<file path="config.mk">
export PLATFORM = sky130hd
export DESIGN_NAME = flow_ctrl_sequencer
export DESIGN_NICKNAME = d
export VERILOG_FILES = /design/src/rtl/flow_ctrl_sequencer_pkg.sv /design/src/rtl/flow_ctrl_sequencer_stack_addr_gen.sv /design/src/rtl/flow_ctrl_sequencer.sv
export SDC_FILE = /design/constraint.sdc
export NUM_CORES = 1
export LEC_CHECK = 0
export CAP_MARGIN = 5
export CELL_PAD_IN_SITES_DETAIL_PLACEMENT = 2
export CELL_PAD_IN_SITES_GLOBAL_PLACEMENT = 2
export CORE_MARGIN = 8
export CORE_UTILIZATION = 23
export CTS_BUF_LIST = sky130_fd_sc_hd__clkbuf_4 sky130_fd_sc_hd__clkbuf_8 sky130_fd_sc_hd__clkbuf_16
export DETAILED_ROUTE_END_ITERATION = 6
export PLACE_DENSITY_LB_ADDON = 0.1
export SLEW_MARGIN = 20
export SYNTH_ARGS = -nofsm -noshare
export SYNTH_HDL_FRONTEND = slang
export SYNTH_SLANG_ARGS = --single-unit
</file>
<file path="constraint.sdc">
create_clock -name clk -period 5.72 [get_ports clk]
set_input_delay 1.43 -clock clk [delete_from_list [all_inputs] [get_ports clk]]
set_output_delay 1.43 -clock clk [all_outputs]
set_load 0.01 [all_outputs]
</file>
<file path="src/rtl/flow_ctrl_sequencer_pkg.sv">
// Shared types and constants for the stack-transfer sequencer (CALL/RET/RTI/interrupt entry).
package flow_ctrl_sequencer_pkg;

    typedef enum logic [2:0] {
        ST_IDLE,
        ST_PUSH_PC,
        ST_PUSH_FL,
        ST_RD_VEC,
        ST_WAIT_RD,
        ST_POP_FL,
        ST_POP_PC,
        ST_DONE
    } state_t;

    typedef enum logic [1:0] {
        SEQ_CALL,
        SEQ_RET,
        SEQ_RTI,
        SEQ_INT
    } seq_t;

    // Branch-class opcode and the function field selecting the stack transfers
    localparam logic [3:0] OPC_BRANCH = 4'hB;
    localparam logic [1:0] BR_CALL    = 2'b01;
    localparam logic [1:0] BR_RET     = 2'b10;
    localparam logic [1:0] BR_RTI     = 2'b11;

    localparam int FLAG_Z = 0;
    localparam int FLAG_N = 1;
    localparam int FLAG_C = 2;
    localparam int FLAG_V = 3;

    localparam logic [7:0] INT_VEC_ADDR_DEF = 8'h01;
    localparam logic [7:0] SP_RESET_DEF     = 8'hFF;

endpackage

</file>
<file path="src/rtl/flow_ctrl_sequencer_stack_addr_gen.sv">
// Stack pointer neighbours and push/pop address select; all arithmetic wraps mod 256.
module flow_ctrl_sequencer_stack_addr_gen (
    input  logic [7:0] sp,
    input  logic       pop_sel,
    output logic [7:0] sp_inc,
    output logic [7:0] sp_dec,
    output logic [7:0] stack_addr
);

    assign sp_inc     = sp + 8'd1;
    assign sp_dec     = sp - 8'd1;
    assign stack_addr = pop_sel ? sp_inc : sp;

endmodule

</file>
<file path="src/rtl/flow_ctrl_sequencer.sv">
// Multi-cycle sequencer for CALL, RET, RTI and interrupt entry through the shared data-memory port.
//
// state    | meaning
// IDLE     | no transfer; pick rti > ret > call > intr
// PUSH_PC  | write latched PC at SP, SP-1 on grant
// PUSH_FL  | write latched flags at SP, SP-1 on grant (interrupt only)
// RD_VEC   | read ISR address from the vector location
// WAIT_RD  | capture read data: flags restore or PC target
// POP_FL   | read SP+1 for flags, SP+1 on grant (RTI only)
// POP_PC   | read SP+1 for return PC, SP+1 on grant
// DONE     | load PC, flush younger stages
module flow_ctrl_sequencer
    import flow_ctrl_sequencer_pkg::*;
#(
    parameter logic [7:0] INT_VEC_ADDR = INT_VEC_ADDR_DEF
) (
    input  logic       clk,
    input  logic       rst,
    input  logic       ex_mem_is_call,
    input  logic       ex_mem_is_ret,
    input  logic       ex_mem_is_rti,
    input  logic [7:0] call_target,
    input  logic [7:0] ret_addr_in,
    input  logic [7:0] int_pc_in,
    input  logic       intr,
    input  logic [3:0] flags_in,
    input  logic [7:0] sp_in,
    input  logic       mem_grant,
    input  logic [7:0] mem_rdata,
    output logic       mem_req,
    output logic       mem_we,
    output logic [7:0] mem_addr,
    output logic [7:0] mem_wdata,
    output logic       sp_we,
    output logic [7:0] sp_wdata,
    output logic       flags_we,
    output logic [3:0] flags_wdata,
    output logic       pc_load,
    output logic [7:0] pc_load_value,
    output logic       stall,
    output logic       flush,
    output logic       int_active
);

    state_t     state_q, state_d;
    seq_t       seq_q, seq_d;
    logic [7:0] pc_lat_q, pc_lat_d;
    logic [3:0] fl_lat_q, fl_lat_d;
    logic [7:0] target_q, target_d;
    logic       rd_flags_q, rd_flags_d;
    logic       int_active_q, int_active_d;

    logic       pop_sel;
    logic [7:0] sp_inc, sp_dec, stack_addr;

    assign pop_sel = (state_q == ST_POP_FL) || (state_q == ST_POP_PC);

    flow_ctrl_sequencer_stack_addr_gen u_stack_addr_gen (
        .sp         (sp_in),
        .pop_sel    (pop_sel),
        .sp_inc     (sp_inc),
        .sp_dec     (sp_dec),
        .stack_addr (stack_addr)
    );

    always_ff @(posedge clk) begin
        if (rst) begin
            state_q      <= ST_IDLE;
            seq_q        <= SEQ_CALL;
            pc_lat_q     <= '0;
            fl_lat_q     <= '0;
            target_q     <= '0;
            rd_flags_q   <= 1'b0;
            int_active_q <= 1'b0;
        end else begin
            state_q      <= state_d;
            seq_q        <= seq_d;
            pc_lat_q     <= pc_lat_d;
            fl_lat_q     <= fl_lat_d;
            target_q     <= target_d;
            rd_flags_q   <= rd_flags_d;
            int_active_q <= int_active_d;
        end
    end

    always_comb begin
        state_d       = state_q;
        seq_d         = seq_q;
        pc_lat_d      = pc_lat_q;
        fl_lat_d      = fl_lat_q;
        target_d      = target_q;
        rd_flags_d    = rd_flags_q;
        int_active_d  = int_active_q;
        mem_req       = 1'b0;
        mem_we        = 1'b0;
        mem_addr      = '0;
        mem_wdata     = '0;
        sp_we         = 1'b0;
        sp_wdata      = '0;
        flags_we      = 1'b0;
        flags_wdata   = '0;
        pc_load       = 1'b0;
        pc_load_value = '0;
        flush         = 1'b0;
        stall         = (state_q != ST_IDLE);

        unique case (state_q)
            ST_IDLE: begin
                if (ex_mem_is_rti) begin
                    seq_d   = SEQ_RTI;
                    state_d = ST_POP_FL;
                end else if (ex_mem_is_ret) begin
                    seq_d   = SEQ_RET;
                    state_d = ST_POP_PC;
                end else if (ex_mem_is_call) begin
                    seq_d    = SEQ_CALL;
                    pc_lat_d = ret_addr_in;
                    target_d = call_target;
                    state_d  = ST_PUSH_PC;
                end else if (intr && !int_active_q) begin
                    seq_d        = SEQ_INT;
                    pc_lat_d     = int_pc_in;
                    fl_lat_d     = flags_in;
                    int_active_d = 1'b1;
                    state_d      = ST_PUSH_PC;
                end
            end
            ST_PUSH_PC: begin
                mem_req   = 1'b1;
                mem_we    = 1'b1;
                mem_addr  = stack_addr;
                mem_wdata = pc_lat_q;
                if (mem_grant) begin
                    sp_we    = 1'b1;
                    sp_wdata = sp_dec;
                    state_d  = (seq_q == SEQ_INT) ? ST_PUSH_FL : ST_DONE;
                end
            end
            ST_PUSH_FL: begin
                mem_req   = 1'b1;
                mem_we    = 1'b1;
                mem_addr  = stack_addr;
                mem_wdata = {4'b0000, fl_lat_q};
                if (mem_grant) begin
                    sp_we    = 1'b1;
                    sp_wdata = sp_dec;
                    state_d  = ST_RD_VEC;
                end
            end
            ST_RD_VEC: begin
                mem_req  = 1'b1;
                mem_addr = INT_VEC_ADDR;
                if (mem_grant) begin
                    rd_flags_d = 1'b0;
                    state_d    = ST_WAIT_RD;
                end
            end
            ST_POP_FL, ST_POP_PC: begin
                mem_req  = 1'b1;
                mem_addr = stack_addr;
                if (mem_grant) begin
                    sp_we      = 1'b1;
                    sp_wdata   = sp_inc;
                    rd_flags_d = (state_q == ST_POP_FL);
                    state_d    = ST_WAIT_RD;
                end
            end
            ST_WAIT_RD: begin
                if (rd_flags_q) begin
                    flags_we            = 1'b1;
                    flags_wdata[FLAG_Z] = mem_rdata[FLAG_Z];
                    flags_wdata[FLAG_N] = mem_rdata[FLAG_N];
                    flags_wdata[FLAG_C] = mem_rdata[FLAG_C];
                    flags_wdata[FLAG_V] = mem_rdata[FLAG_V];
                    state_d             = ST_POP_PC;
                end else begin
                    target_d = mem_rdata;
                    // Dropping int_active on entry to DONE lets it read low during the PC load
                    if (seq_q == SEQ_RTI) int_active_d = 1'b0;
                    state_d = ST_DONE;
                end
            end
            ST_DONE: begin
                pc_load       = 1'b1;
                pc_load_value = target_q;
                flush         = 1'b1;
                state_d       = ST_IDLE;
            end
            default: state_d = ST_IDLE;
        endcase
    end

    assign int_active = int_active_q;

endmodule

</file>
==> results of run 1 <==
[metrics by stage]
step | utilization | hold WS, ns
finish | 0.363 | 0.506
global placement | 0.357 | 0.480
floorplan | - | 0.461
CTS | 0.363 | 0.512
detailed placement | 0.357 | 0.491
global route | 0.363 | 0.530
[where the power goes]
part,switching (mW),internal (mW)
registers,0.0351,0.223
clock network,0.0648,0.0549
logic,0.220,0.195
[state kept, by name, indices dropped and copies added, names as in the netlist]
register	count
fl_lat_q	4
int_active	1
pc_lat_q	8
rd_flags_q	1
seq_q	2
state_q	3
target_q	8
[area by class of cell]
class	instances	area [um^2]
clock buffers	4	48.8
flip-flops and latches	27	541
multi-input cells	195	1240
fillers	981	5160
well taps	105	131
inverters	9	33.8
repair buffers	95	943
[layer usage]
metal	GRT usage	up-vias	wire (um)
li1	-	1046	-
met1	0.160	1030	3130
met2	0.246	48	3940
met4	0.0211	0	41
met5	0	-	0
met3	0.0336	5	402
[worst register-to-register path: stages (launching register included)]
cell      delay (ns)
dfxtp_1         0.36
buf_4           0.27
or3_1           0.60
nor3_2          0.58
a31oi_1         0.17
a211oi_1        0.24
[cells in the mapped netlist (3+ instances only)]
master / n / share of area
nor2_1: 45 / 0.089
dfxtp_1: 27 / 0.28
a211oi_1: 18 / 0.071
o21ai_0: 15 / 0.040
and2_1: 13 / 0.043
mux2i_1: 13 / 0.069
or3_1: 12 / 0.040
clkbuf_1: 10 / 0.020
inv_1: 9 / 0.018
a21oi_1: 8 / 0.021
nand2_1: 8 / 0.016
and3_1: 7 / 0.023
xnor2_1: 6 / 0.028
xor2_1: 5 / 0.023
a22oi_1: 4 / 0.016
nor3_1: 4 / 0.011
buf_1: 3 / 0.0059
nor2b_1: 3 / 0.0099
[how the worst min path moves through the flow]
| stage | slack, ns | endpoint |
|---|---|---|
| 5_1_grt | 0.53 | pc_lat_q[1]$_SDFFE_PP0P_ |
| 3_5_place_dp | 0.49 | fl_lat_q[1]$_SDFFE_PP0P_ |
| 2_1_floorplan | 0.46 | fl_lat_q[0]$_SDFFE_PP0P_ |
| 4_1_cts | 0.51 | pc_lat_q[5]$_SDFFE_PP0P_ |
| 6_report | 0.51 | pc_lat_q[1]$_SDFFE_PP0P_ |
| 3_3_place_gp | 0.48 | fl_lat_q[1]$_SDFFE_PP0P_ |
[logic make-up (layout without fill, tap and decap cells)]
| logic type | Yosys count | count (layout) | synth area share |
|---|---|---|---|
| muxes | 13 | 13 | 0.0686 |
| DFF | 27 | 27 | 0.285 |
| and+or+nand+nor | 107 | 107 | 0.290 |
| xor gates and xnor gates | 11 | 11 | 0.0508 |
| AOI/OAI and AO/OA | 62 | 62 | 0.230 |
| adders and majority gates | 2 | 2 | 0.0132 |
| buffers and inverters | 27 | 108 | 0.0627 |
==> results.cfg, run 1 <==
[outcome]
status = finished clean

[cts]
cts_tree = done
post_cts_buffers = 0
clockBufferDepth = 2
clock_latency_ns = 0.28
cts_num_sinks = 27
hold_buffers = 0
htree_levels = 1
numCtsBuffers = 3
clk_pin_slew_ns = 0.10
cts_resized = 0
root_buffer = clkbuf_8

[worst_hold_path]
worstHoldStart = pc_lat_q[1]$_SDFFE_PP0P_
hold_path.class = flop to flop
hold_depth = 2

[placement]
dp_hpwl_mm = 5.86
dpl.cell_count = 431
placed_area_um2 = 2890
place_ws_ns = 0.530
place_congestion = 0.699
io_buffers = 94

[worst_setup_path]
r2r_setup_slack_ns = 3.41
cpPeakStageDelay_ns = 0.59
cp.depth = 6
worst_ep_arrival_time_ns = 3.74
path_buf_inv = 2
worst_r2r_startpoint = state_q[2]$_SDFFE_PP0P_
crit_fanout = 6
cpMaxStageDelayCell = or4_1
critPathKind = primary input to output port
r2r-end = int_active$_SDFFE_PP0P_
crit_required_ns = 4.29
startpoint = sp_in[0]
start_kind = primary input
crit_end = sp_wdata[7]
path_cells = clkdlybuf4s50_1, or4_1, nor4_1, nor3_1, nor3_1, clkdlybuf4s50_1
worstRegToRegCells = 5
endpoint_kind = output port
critical_path.top_delay_family = simple AND/OR/NAND/NOR gates

[layout]
final_common_cell = clkdlybuf4s50_1
num_antenna_cells = 0
design_area_um2 = 2940
nets = 384
mostFrequentLayoutCells = clkdlybuf4s50_1 (93), nor2_1 (45), dfxtp_1 (27)
syn2layout_area_growth_pct = 54.7
finalNonFillerCells = 435
layout-drive-gt1-share = 0.0424

[timing]
finalCritPeriodShare = 0.904
slew-limit-headroom = 0.482
hold_viol = 0
worst_pin_slew_ns = 0.775
setup-tns-final_ns = 0
max_freq_mhz = 193
finalClockSkew_ns = 0.00274
setup_violations = 0
setup_slack_ns = 0.547
rsz0062_at_grt = false
finalMaxSlewViolations = 0
layout_min_cycle_time_ns = 5.17

[global_route]
antenna_found_initial = 0
grt_pass1_wl_mm = 12.7
grt.overflow.total = 0
first_global_vias = 2389
grt_use_total = 0.136
grt_max_degree = 31

[power_and_ir_drop]
p_leak_nw = 1.05
p_per_area_nw_per_um2 = 270
total_power_uw = 793
vdd_drop_max_mv = 0.122

[synthesis]
avgSynthCellArea_um2 = 7.62
ys.flop_type = dfxtp_1
ys_types = 45
synth_edf_count = 0
yosysSeqAreaShare = 0.285
async_flop_share = 0
syn-instance-count = 249
yosysWarnings = 0
syn_nets = 302
ys_seq_elements = 27
syn_area_um2 = 1900

[floorplanning]
die_h_um = 107
io-pin-count = 95
core_um2 = 8090
row_count = 33
dieWidth_um = 107
start_util = 0.234
die-area_um2 = 11400

[routing]
wl_per_cell_um = 17.3
drt_iter0_markers = 61
post-route-drc-count = 0
routed_via_density = 4.89
num_vias = 2129
postRouteAntennaNets = 0
wirelength_mm = 7.51
drt_first_pass_iters = 2

[flow_run]
max_cap_violations = 0
Power figures use the tool's default switching activity.
==> run 2, diff against run 1 <==
--- a/config.mk
+++ b/config.mk
@@ -5,6 +5,7 @@
 export SDC_FILE = /design/constraint.sdc
 export NUM_CORES = 1
 export LEC_CHECK = 0
+export ABC_CLOCK_PERIOD_IN_PS = 5720
 export CAP_MARGIN = 5
 export CELL_PAD_IN_SITES_DETAIL_PLACEMENT = 2
 export CELL_PAD_IN_SITES_GLOBAL_PLACEMENT = 2
==> results of run 2 <==
No change in the layout: final DEF, timing and power equal those of run 1.
==> variant 1 (settings of run 2) <==
Re-encode `state_t` (8 states) as one-hot, 8 bits wide.
--- a/src/rtl/flow_ctrl_sequencer_pkg.sv
+++ b/src/rtl/flow_ctrl_sequencer_pkg.sv
@@ -1,15 +1,15 @@
 // Shared types and constants for the stack-transfer sequencer (CALL/RET/RTI/interrupt entry).
 package flow_ctrl_sequencer_pkg;
 
-    typedef enum logic [2:0] {
-        ST_IDLE,
-        ST_PUSH_PC,
-        ST_PUSH_FL,
-        ST_RD_VEC,
-        ST_WAIT_RD,
-        ST_POP_FL,
-        ST_POP_PC,
-        ST_DONE
+    typedef enum logic [7:0] {
+        ST_IDLE    = 8'b00000001,
+        ST_PUSH_PC = 8'b00000010,
+        ST_PUSH_FL = 8'b00000100,
+        ST_RD_VEC  = 8'b00001000,
+        ST_WAIT_RD = 8'b00010000,
+        ST_POP_FL  = 8'b00100000,
+        ST_POP_PC  = 8'b01000000,
+        ST_DONE    = 8'b10000000
     } state_t;
 
     typedef enum logic [1:0] {
Function: no difference found for any inputs over 10 cycles, from zero or initial values and one cycle with rst high; not proved beyond that.
==> variant 1 against run 2 <==
  * Core utilization down 0.85 points
  * Clock skew up 0.011 ns
  * Routed wire length up 14%
  * Worst hold slack worse by 0.013 ns
  * Synthesized area up 17%
  * Cell count up 17%
  * Die area up 14%
  * Count of clock-buffer cells in the layout up 3
  * Sequential cell count up 5
  * Highest routed layer unchanged
  * Final area up 15%
  * Via count up 14%
  * Setup slack worse by 0.16 ns
Power is not compared: it rests on default switching activity, and its combinational part moved more than twofold at a synthesized area within 25%.
==> variant 1: results <==
set metrics [dict create \
    drt_first_iter_violations 65 \
    placed_wire_length_estimate_after_detailed_placement_microns 6790 \
    globalplace.congestion 0.708 \
    clock_cell_area_share_pct 2.89 \
    multi_input_gates 225 \
    outcome "completed" \
    top_regs "pc_lat_q: 8 flops, state_q: 8 flops, target_q: 8 flops" \
    metal1_wirelength_microns 3890 \
    globalRouteMet1Util_pct 15.6 \
    final_layout_size_suffix_gt1_share_pct 8.53 \
    grtUsageTotal_pct 13.2 \
    synth_adder_area_share_pct 1.13 \
    synth_top_cells_by_area "dfxtp_1, mux2i_1, nor2_1" \
    timing.hold.ws_ns 0.492 \
    seq_cell_count 32 \
    area_growth_pct 52.7 \
    timing.reg2reg.setup_slack_ns 2.76 \
    avgViaCountPerCell 4.80 \
    maximum_number_of_pins_on_one_net_before_global_route_repair 33 \
    placed_cells 500 \
    placement.setup.worst_slack_ns 0.380 \
    top_family_by_delay_on_critical_path "buffers and inverters" \
    dpl-instance-area_sq_mm 0.00328 \
    routed_wl_microns 8520 \
    nNonClkBuffers 100 \
    core_area_sq_mm 0.00955 \
    synth.avg_cell_area_sq_um 7.80 \
    synth_fp_nets 337 \
    worstPathArrival_ns 3.90 \
    maxClockFrequency_mhz 188 \
    path_clk_slew_ns 0.07 \
    route.met3.wl_microns 406 \
    path_max_fanout 8 \
    multi_input_comb_area_sq_mm 0.00145 \
]
[variant 1: cell count changes in the layout (fill, tap and decap cells not counted), moves of 4 or more]
cell and change:
xnor2_1 -6, a21oi_1 +6, or3_1 -10, a211oi_1 -4, buf_4 +5, xor2_1 -4, nand2_1 +12, mux2i_1 +8
dfxtp_1 +5, mux2_2 +8, and2_1 +4, nand3_1 +11
[variant 1: worst paths after layout]
check                            from                  endpoint  cells past startpoint
max                          sp_in[0]               sp_wdata[6]                      8
min          target_q[3]$_SDFFE_PP0P_  target_q[3]$_SDFFE_PP0P_                      2
max reg2reg   state_q[5]$_SDFFE_PP0P_  target_q[6]$_SDFFE_PP0P_                      5
min reg2reg  target_q[3]$_SDFFE_PP0P_  target_q[3]$_SDFFE_PP0P_                      2
[variant 1: worst register-to-register path: cells and delay by family, from the launching register on]
kind / cells / cell delay, ns
flip-flops: 1 / 0.41
multiplexers: 1 / 0.30
AND/OR/NAND/NOR: 3 / 1.31
AO/OA/AOI/OAI: 1 / 0.82
==> variant 2 (config.mk and constraints of run 2) <==
Made on the original files. Put a register stage on the output `flags_wdata`, cleared by the reset. The value now appears one clock later. The other outputs are not delayed to match.
--- a/src/rtl/flow_ctrl_sequencer.sv
+++ b/src/rtl/flow_ctrl_sequencer.sv
@@ -42,6 +42,8 @@
     output logic       int_active
 );
 
+    logic [3:0] flags_wdata_d;
+
     state_t     state_q, state_d;
     seq_t       seq_q, seq_d;
     logic [7:0] pc_lat_q, pc_lat_d;
@@ -98,7 +100,7 @@
         sp_we         = 1'b0;
         sp_wdata      = '0;
         flags_we      = 1'b0;
-        flags_wdata   = '0;
+        flags_wdata_d = '0;
         pc_load       = 1'b0;
         pc_load_value = '0;
         flush         = 1'b0;
@@ -168,10 +170,10 @@
             ST_WAIT_RD: begin
                 if (rd_flags_q) begin
                     flags_we            = 1'b1;
-                    flags_wdata[FLAG_Z] = mem_rdata[FLAG_Z];
-                    flags_wdata[FLAG_N] = mem_rdata[FLAG_N];
-                    flags_wdata[FLAG_C] = mem_rdata[FLAG_C];
-                    flags_wdata[FLAG_V] = mem_rdata[FLAG_V];
+                    flags_wdata_d[FLAG_Z] = mem_rdata[FLAG_Z];
+                    flags_wdata_d[FLAG_N] = mem_rdata[FLAG_N];
+                    flags_wdata_d[FLAG_C] = mem_rdata[FLAG_C];
+                    flags_wdata_d[FLAG_V] = mem_rdata[FLAG_V];
                     state_d             = ST_POP_PC;
                 end else begin
                     target_d = mem_rdata;
@@ -192,5 +194,13 @@
 
     assign int_active = int_active_q;
 
+    always_ff @(posedge clk) begin
+        if (rst) begin
+            flags_wdata <= '0;
+        end else begin
+            flags_wdata <= flags_wdata_d;
+        end
+    end
+
 endmodule
 
Check against the original RTL: not equivalent (a bounded check fails within 4 cycles, from zero or initial values and one cycle with rst high).
==> variant 2 against run 2 <==
  * Final area is 5.7% higher
  * Combinational power is 8.0% higher
  * Sequential cell count is 4 higher
  * Routed wire length is 0.17% higher
  * Setup slack better by 0.081 ns
  * First-iteration DRC count is 41% lower
  * Total power is 17% higher
  * Synthesized area is 4.9% higher
  * Critical endpoint unchanged
  * Largest cell class unchanged
==> variant 2: results <==
set metrics [dict create \
    path_max_fanout 8 \
    drt_first_iter_violations 36 \
    critPathLaunch "sp_in[2]" \
    post-route-util_pct 36.3 \
    avgViaCountPerCell 4.79 \
    top_family_by_delay_on_critical_path "buffers and inverters" \
    nonClockInverterCount 8 \
    post_synth_num_cell_types 51 \
    placement.setup.worst_slack_ns 0.610 \
    globalplace.congestion 0.737 \
    sh_seq_area_pct 20.0 \
    hp-start "target_q[0]$_SDFFE_PP0P_" \
    internal_power_w 0.000558 \
    grt_first_pass_wirelength_microns 12200 \
    fin_skew_ns 0.00890 \
    placed_cells 436 \
    synth.avg_cell_area_sq_um 8.06 \
    max_slew_margin_pct 48.6 \
    route.detailed.wl_per_inst_microns 16.9 \
    multi_input_comb_area_sq_mm 0.00126 \
    clock_cell_area_share_pct 2.86 \
    seq_total_area_yosys_pct 31.2 \
    placed_wire_length_estimate_after_detailed_placement_microns 5900 \
    layout.nonclk_buf_share_pct 31.1 \
    outcome "completed" \
    grt_pass1_vias 2360 \
    clkSinkCount 31 \
    path_clk_slew_ns 0.07 \
    worst-r2r-cell-count 6 \
    top_regs "pc_lat_q: 8 flops, target_q: 8 flops" \
    synth_top_cells_by_area "dfxtp_1, mux2i_1, nor2_1" \
    total_leakage_power_nw 1.16 \
    sequential_cell_area_sq_um 621 \
    final_layout_size_suffix_gt1_share_pct 5.95 \
    cts_buffers 5 \
    powerDensity_mw_per_mm2 299 \
    worstPathArrival_ns 3.66 \
    nNonClkBuffers 97 \
    worst_path_cell_with_the_longest_stage_delay "clkdlybuf4s50_1" \
    area_growth_pct 55.8 \
]
-- variant 2: per-layer routing --
metal	GRT usage, %	vias to the layer above	wire, microns
li1	-	1047	-
met1	14.9	1025	3160
met2	22.2	52	3760
met3	5.50	4	561
met4	2.54	0	46
met5	0	-	0
-- variant 2: kinds of logic (layout without fill, tap and decap cells) --
family / Yosys count / after routing / synth area share, %
flops: 31 / 31 / 31.2
fa+ha+maj: 2 / 2 / 1.26
mux: 21 / 21 / 10.6
buf+inv: 24 / 113 / 5.59
xor+xnor: 13 / 13 / 5.72
simple gates: 108 / 108 / 27.3
compound gates: 48 / 48 / 18.4
-- variant 2: final timing paths --
| path | slack, ns | to |
|---|---|---|
| max | 0.63 | sp_wdata[7] |
| min | 0.50 | target_q[0]$_SDFFE_PP0P_ |
| max reg2reg | 3.51 | target_q[1]$_SDFFE_PP0P_ |
| min reg2reg | 0.50 | target_q[0]$_SDFFE_PP0P_ |
